==> src/rtl/des_round_engine.sv <==
// des_round_engine: iterative DES Feistel round engine.
// Holds the L/R halves of one block, exposes R to the external f-function
// (expansion, key XOR, S-boxes, P-box) and folds the returned P-box value
// back in, one round per clock, for 16 rounds. The pre-output block
// {R16, L16} is then offered downstream until it is taken.
//
// Handshakes: a transfer happens on a rising edge where valid and ready are
// both high. in_ready is high only in IDLE and does not depend on in_valid.
// out_valid is high only in DONE, does not depend on out_ready, and once
// raised it stays high with out_block stable until the transfer edge.
module des_round_engine (
    input  logic        clk,
    input  logic        rst,
    input  logic        in_valid,
    output logic        in_ready,
    input  logic [63:0] in_block,
    input  logic        decrypt,
    output logic [31:0] f_r,
    output logic [3:0]  key_sel,
    input  logic [31:0] f_p,
    output logic        out_valid,
    input  logic        out_ready,
    output logic [63:0] out_block,
    output logic        busy,
    output logic [1:0]  dbg_state
);

    typedef enum logic [1:0] {
        S_IDLE  = 2'd0,
        S_ROUND = 2'd1,
        S_DONE  = 2'd2
    } state_t;

    state_t      r_state;
    state_t      w_next_state;
    logic [31:0] r_l;
    logic [31:0] r_r;
    logic [3:0]  r_cnt;
    logic        r_dec;
    logic        w_load;
    logic        w_round;

    // State register; reset returns the engine to IDLE and drops any block.
    always_ff @(posedge clk) begin
        if (rst) begin
            r_state <= S_IDLE;
        end else begin
            r_state <= w_next_state;
        end
    end

    // Next-state and handshake/control outputs, decoded from the current state.
    always_comb begin
        w_next_state = r_state;
        in_ready     = 1'b0;
        busy         = 1'b0;
        out_valid    = 1'b0;
        key_sel      = 4'd0;
        w_load       = 1'b0;
        w_round      = 1'b0;
        case (r_state)
            S_IDLE: begin
                in_ready = 1'b1;
                if (in_valid) begin
                    w_load       = 1'b1;
                    w_next_state = S_ROUND;
                end
            end
            S_ROUND: begin
                busy    = 1'b1;
                w_round = 1'b1;
                // Decryption walks the same subkeys in reverse order.
                key_sel = r_dec ? (4'd15 - r_cnt) : r_cnt;
                // cnt == 15 is the 16th and final round.
                if (r_cnt == 4'd15) begin
                    w_next_state = S_DONE;
                end
            end
            S_DONE: begin
                busy      = 1'b1;
                out_valid = 1'b1;
                if (out_ready) begin
                    w_next_state = S_IDLE;
                end
            end
            default: begin
                w_next_state = S_IDLE;
            end
        endcase
    end

    // Block datapath: load on accept, one Feistel round per ROUND cycle,
    // hold otherwise (the result stays in L/R after the output handshake).
    always_ff @(posedge clk) begin
        if (rst) begin
            r_l   <= 32'd0;
            r_r   <= 32'd0;
            r_cnt <= 4'd0;
            r_dec <= 1'b0;
        end else if (w_load) begin
            r_l   <= in_block[63:32];
            r_r   <= in_block[31:0];
            r_cnt <= 4'd0;
            r_dec <= decrypt;
        end else if (w_round) begin
            r_l   <= r_r;
            r_r   <= r_l ^ f_p;
            r_cnt <= r_cnt + 4'd1;
        end
    end

    // The final DES round is not followed by a swap, so the halves are
    // exchanged here on the way out.
    assign out_block = {r_r, r_l};
    assign f_r       = r_r;
    assign dbg_state = r_state;

endmodule

==> config.mk <==
export PLATFORM = sky130hd
export DESIGN_NAME = des_round_engine
export DESIGN_NICKNAME = d
export VERILOG_FILES = /design/src/rtl/des_round_engine.sv
export SDC_FILE = /design/constraint.sdc
export NUM_CORES = 1
export LEC_CHECK = 0
export BUFFER_PORTS_ARGS = -buffer_cell sky130_fd_sc_hd__buf_2
export CAP_MARGIN = 0
export CORE_MARGIN = 5
export CORE_UTILIZATION = 45
export DETAILED_ROUTE_END_ITERATION = 7
export PLACE_DENSITY = 0.88
export RECOVER_POWER = 50
export SETUP_SLACK_MARGIN = 0.1
export SYNTH_ARGS = -nofsm -noshare
export SYNTH_HDL_FRONTEND = slang
export SYNTH_SLANG_ARGS = --single-unit
export TNS_END_PERCENT = 10
==> constraint.sdc <==
create_clock -name clk -period 1.7 [get_ports clk]
set_clock_uncertainty 0.1 [all_clocks]
set_input_delay 0.17 -clock clk [delete_from_list [all_inputs] [get_ports clk]]
set_output_delay 0.17 -clock clk [all_outputs]
set_load 0.03 [all_outputs]
After elaboration in Yosys (flattened, before gate mapping) --
Cells that the tools add are included.
Storage, ports and cells: output and inout bits 105, memories 0, memory bits (read-only) 0, bits of input ports 101, flip-flop bits (word level) 71, latch bits 0, word-level logic and storage cells 35, RAM bits 0
Operators by class: add/sub/neg operators 2, shifts and indexed selects 0, bitwise operators 1, equal/unequal tests 6, $lt $le $gt $ge 0, $mul 0, multiplexer cells 16, divide/modulo/power cells 0, reductions and logical operators 5
Operator list (number):
- $mux 32 | 4
- $xor 32x32->32 | 1
- $mux 4 | 2
- $mux 1 | 6
- $mux 2 | 3
- $ne 2x2->1 const B | 3
- $pmux 2 s3 | 1
- $add 4x1->4 const B | 1
- $eq 4x4->1 const B | 1
- $reduce_or 2->1 | 2
- $sub 4x4->4 const A | 1
- $reduce_and 3->1 | 1
- $eq 2x1->1 const B | 1
- $eq 2x2->1 const B | 1
- $logic_not 2->1 | 1
- $reduce_bool 2->1 | 1

Longest topological paths before layout --
depth in word-level cells 4, depth in mapped cells 7, gate-level depth less buffers 5

Worst setup path before layout --
Ideal clock, no wire load.
kind register to register, start reg r_state[0] (netlist: dbg_state[0]), end reg r_r[24] (netlist: f_r[24]), setup time 70 ps, cell stages (with the launch flop) 8, data arrival time 1849 ps, setup slack -320 ps, data required time 1530 ps, path through dfxtp_1 > inv_1 > ha_1 > and2_1 > buf_2 > buf_2 > a211o_1 > a21oi_1
On the way: word-level cells in the longest chain between the ends 3, elaborated cells between the ends (all ways) 6
Ends and longest elaborated chain:
- start: declaration | line 34 | state_t r_state;
- start signal: assignment | line 48 | r_state <= w_next_state;
- $eq 2x1->1 or $logic_not 2->1 (tied branches) | line 61 | case (r_state)
- $mux 1 | line 61
- $reduce_bool 2->1 (no line) or $mux 32 (tied branches)
- end signal: assignment | line 102 | r_r <= in_block[31:0];
- end signal: assignment | line 107 | r_r <= r_l ^ f_p;
- end: declaration | line 37 | logic [31:0] r_r;
Several ways; a longest one is shown, not always the timed one. A chain may end at the register's enable or synchronous reset.

Final worst setup path --
start reg r_state[1] (netlist: dbg_state[1]), end out key_sel[2]
On the way: word-level cells in the longest chain between the ends 2
Ends and longest elaborated chain:
- $eq 2x1->1 | line 61
- $mux 4 | line 61
- end: declaration | line 19 | output logic [3:0] key_sel,
Every way passes these cells.

==> results.ini <==
[floorplanning]
die_area_mm2 = 0.0103
rows = 33
die_h_um = 102
die_w_um = 102
start_util_pct = 46.2
core-area_mm2 = 0.00818
ioPinCount = 206

[grt]
grtUsageTotal_pct = 20.9
grt_pass1_vias = 3820
grt_max_degree = 49
grt_pass1_wl_um = 17500
gr-usage-met3_pct = 4.20
gr-total-overflow = 0
antenna_found_initial = 0
met1_usage_pct = 23.4
busiest_layer = met2
met2_usage_pct = 38.8

[layout]
instances_no_fill = 747
final_area_mm2 = 0.00532
nNetsFinal = 743
n_antenna_cell = 0
area_growth_pct = 41.0
drive_above_1_share_pct = 25.1
utilization_pct = 65.1

[min_path]
hp-class = input port to register

[detailed_routing]
ant_nets = 0
drc_errors = 0
routed_wl_um = 11300
vias_per_cell = 5.08
routedWlPerCell_um = 15.2
vias = 3797
drt-pass1-iter-count = 5
drt-initial-drc-count = 127

[clock_network]
cts_max_level = 3
clk_pin_slew_ns = 0.07
cts_root_buf = clkbuf_8
cts_tree = built
clkLatencyLatePin_ns = 0.33
cts_sinks = 71
clock_path_buffers = 2
cts_buffers = 9

[timing]
finalMaxSlewViolations = 0
setup_violations = 0
finalCriticalPeriod_ns = 1.62
rsz0062_at_grt = yes
min_period_over_period_pct = 95.0
hold_violations = 0
fmax_ghz = 0.619
setup_tns_ns = 0
maxSlewHeadroom_pct = 72.7
worstMarginPinSlew_ns = 0.411

[pwr]
power.leakage_nw = 2.22
power.density_mw_per_mm2 = 1810
power_mw = 9.63
max-vdd-ir-drop_v = 0.00113

[yosys]
yosysWarnings = 0
yosys-top-cells-count = dfxtp_1 (71), nor2_1 (68), nand2_1 (36)
avgSynthCellArea_um2 = 8.69
ys_seq_elements = 71
synth_top_area_share_pct = 37.7
synth-edff-count = 0
synth_top_area_cell = dfxtp_1
synthFlopType = dfxtp_1
synth_fp_nets = 540
async_flop_share_pct = 0
synth_area_leaders = dfxtp_1 (38%), mux2i_1 (9.3%), xnor2_1 (7.7%), a211o_1 (7.4%), nor2_1 (6.8%)
ys_seq_area_share_pct = 37.7
syn_area_mm2 = 0.00377
synth_most_common_cell = dfxtp_1
yosysUniqueCellTypes = 21
syn_inst = 434

[worst_setup_path]
cp_data_required_time_ns = 1.43
crit_type = register to output port
crit_fanout = 5
endpoint_kind = output port
crit_arrival_ns = 1.35
start_kind = register

[run_status]
run_status = completed

[place]
dp.cells = 686
place_area_mm2 = 0.00469
io_buffer_count = 205
place.gp.congestion = 0.820
hpwlAfterDp_um = 7630

[run]
max_cap_viol_count = 0

## power by group
part / switching [mW] / internal, mW / total [mW] / leakage, nW
combinational: 3.43 / 2.00 / 5.43 / 1.52
sequential: 0.537 / 2.20 / 2.74 / 0.588
clock: 0.635 / 0.823 / 1.46 / 0.107
total: 4.61 / 5.02 / 9.63 / 2.22
## flip-flops by register name, indices dropped and copies added (netlist names)
name       cells
r_l           32
r_dec          1
f_r           32
dbg_state      2
r_cnt          4
## worst max-delay path: stages (launching register included)
cell and delay, ns:
dfxtp_4 0.36, inv_4 0.08, ha_4 0.20, buf_16 0.12, and2_4 0.13, buf_6 0.12
## metrics by stage
| step | worst slack [ns] | hold WS (ns) |
|---|---|---|
| detailed placement | 0.150 | 0.318 |
| finish | 0.0843 | 0.0272 |
| global placement | 0.182 | 0.311 |
| floorplan | 0.0880 | 0.206 |
| global route | 0.0300 | 0.0104 |
| CTS | 0.0800 | 0.00820 |
## cells in the final DEF (no fill, tap or decap)
cell type / count
and2_2: 1
xnor2_1: 33
bufinv_16: 2
xor2_1: 6
nor2_1: 68
nand2_2: 1
clkbuf_8: 9
a21oi_1: 32
buf_2: 113
nand2b_1: 5
clkbuf_1: 89
dfxtp_1: 69
and2_4: 4
a222oi_1: 1
nand4_1: 1
buf_6: 4
nand2_1: 35
buf_16: 3
ha_4: 2
buf_4: 6
inv_1: 2
dlygate4sd3_1: 38
clkinv_2: 2
inv_4: 3
mux2i_1: 35
a211oi_1: 32
buf_12: 6
a211o_1: 32
a21oi_2: 1
ha_1: 2
dfxtp_4: 2
ha_2: 1
nand3_1: 1
clkinvlp_4: 1
## area by class of cell
class | count | area [um2]
Fill cell | 698 | 2860
Multi-Input combinational cell | 293 | 1960
Timing Repair Buffer | 258 | 1570
Sequential cell | 71 | 1430
Tap cell | 105 | 131
Clock buffer | 10 | 128
Clock inverter | 6 | 83.8
Inverter | 4 | 20.0
## cells by family (layout without fill, tap and decap cells)
kind of cell	count (synthesis)	in the layout	synth area share, %
AO/OA/AOI/OAI	98	98	18.4
XOR/XNOR	39	39	9.05
adder cells (fa/ha/maj)	5	5	1.66
buffers and inverters	70	278	11.6
flip-flops	71	71	37.7
multiplexers	35	35	9.28
AND/OR/NAND/NOR	116	116	12.3
## worst paths after layout
check,start,endpoint,slack [ns],cells after the start
max,dbg_state[1],key_sel[2],0.08,5
min,in_block[62],r_l[30],0.03,3
max reg2reg,dbg_state[1],f_r[18],0.11,6
min reg2reg,dbg_state[0],dbg_state[0],0.45,2
## repair_timing
action / CTS / global route
hold buffers: 38 / 0
setup buffers: 4 / 1
gates cloned: 2 / 0
endpoints found under the setup margin: 4 / 48
resized for setup: 14 / 2
pin swaps: 0 / 1
hold endpoints to repair: 38 / 0
## layer usage
layer | vias to the layer above | part of all wire (%)
met5 | - | 0
li1 | 1855 | -
met1 | 1763 | 39
met2 | 158 | 52
met4 | 0 | 2.1
met3 | 21 | 7.1
Power figures use the tool's default switching activity.
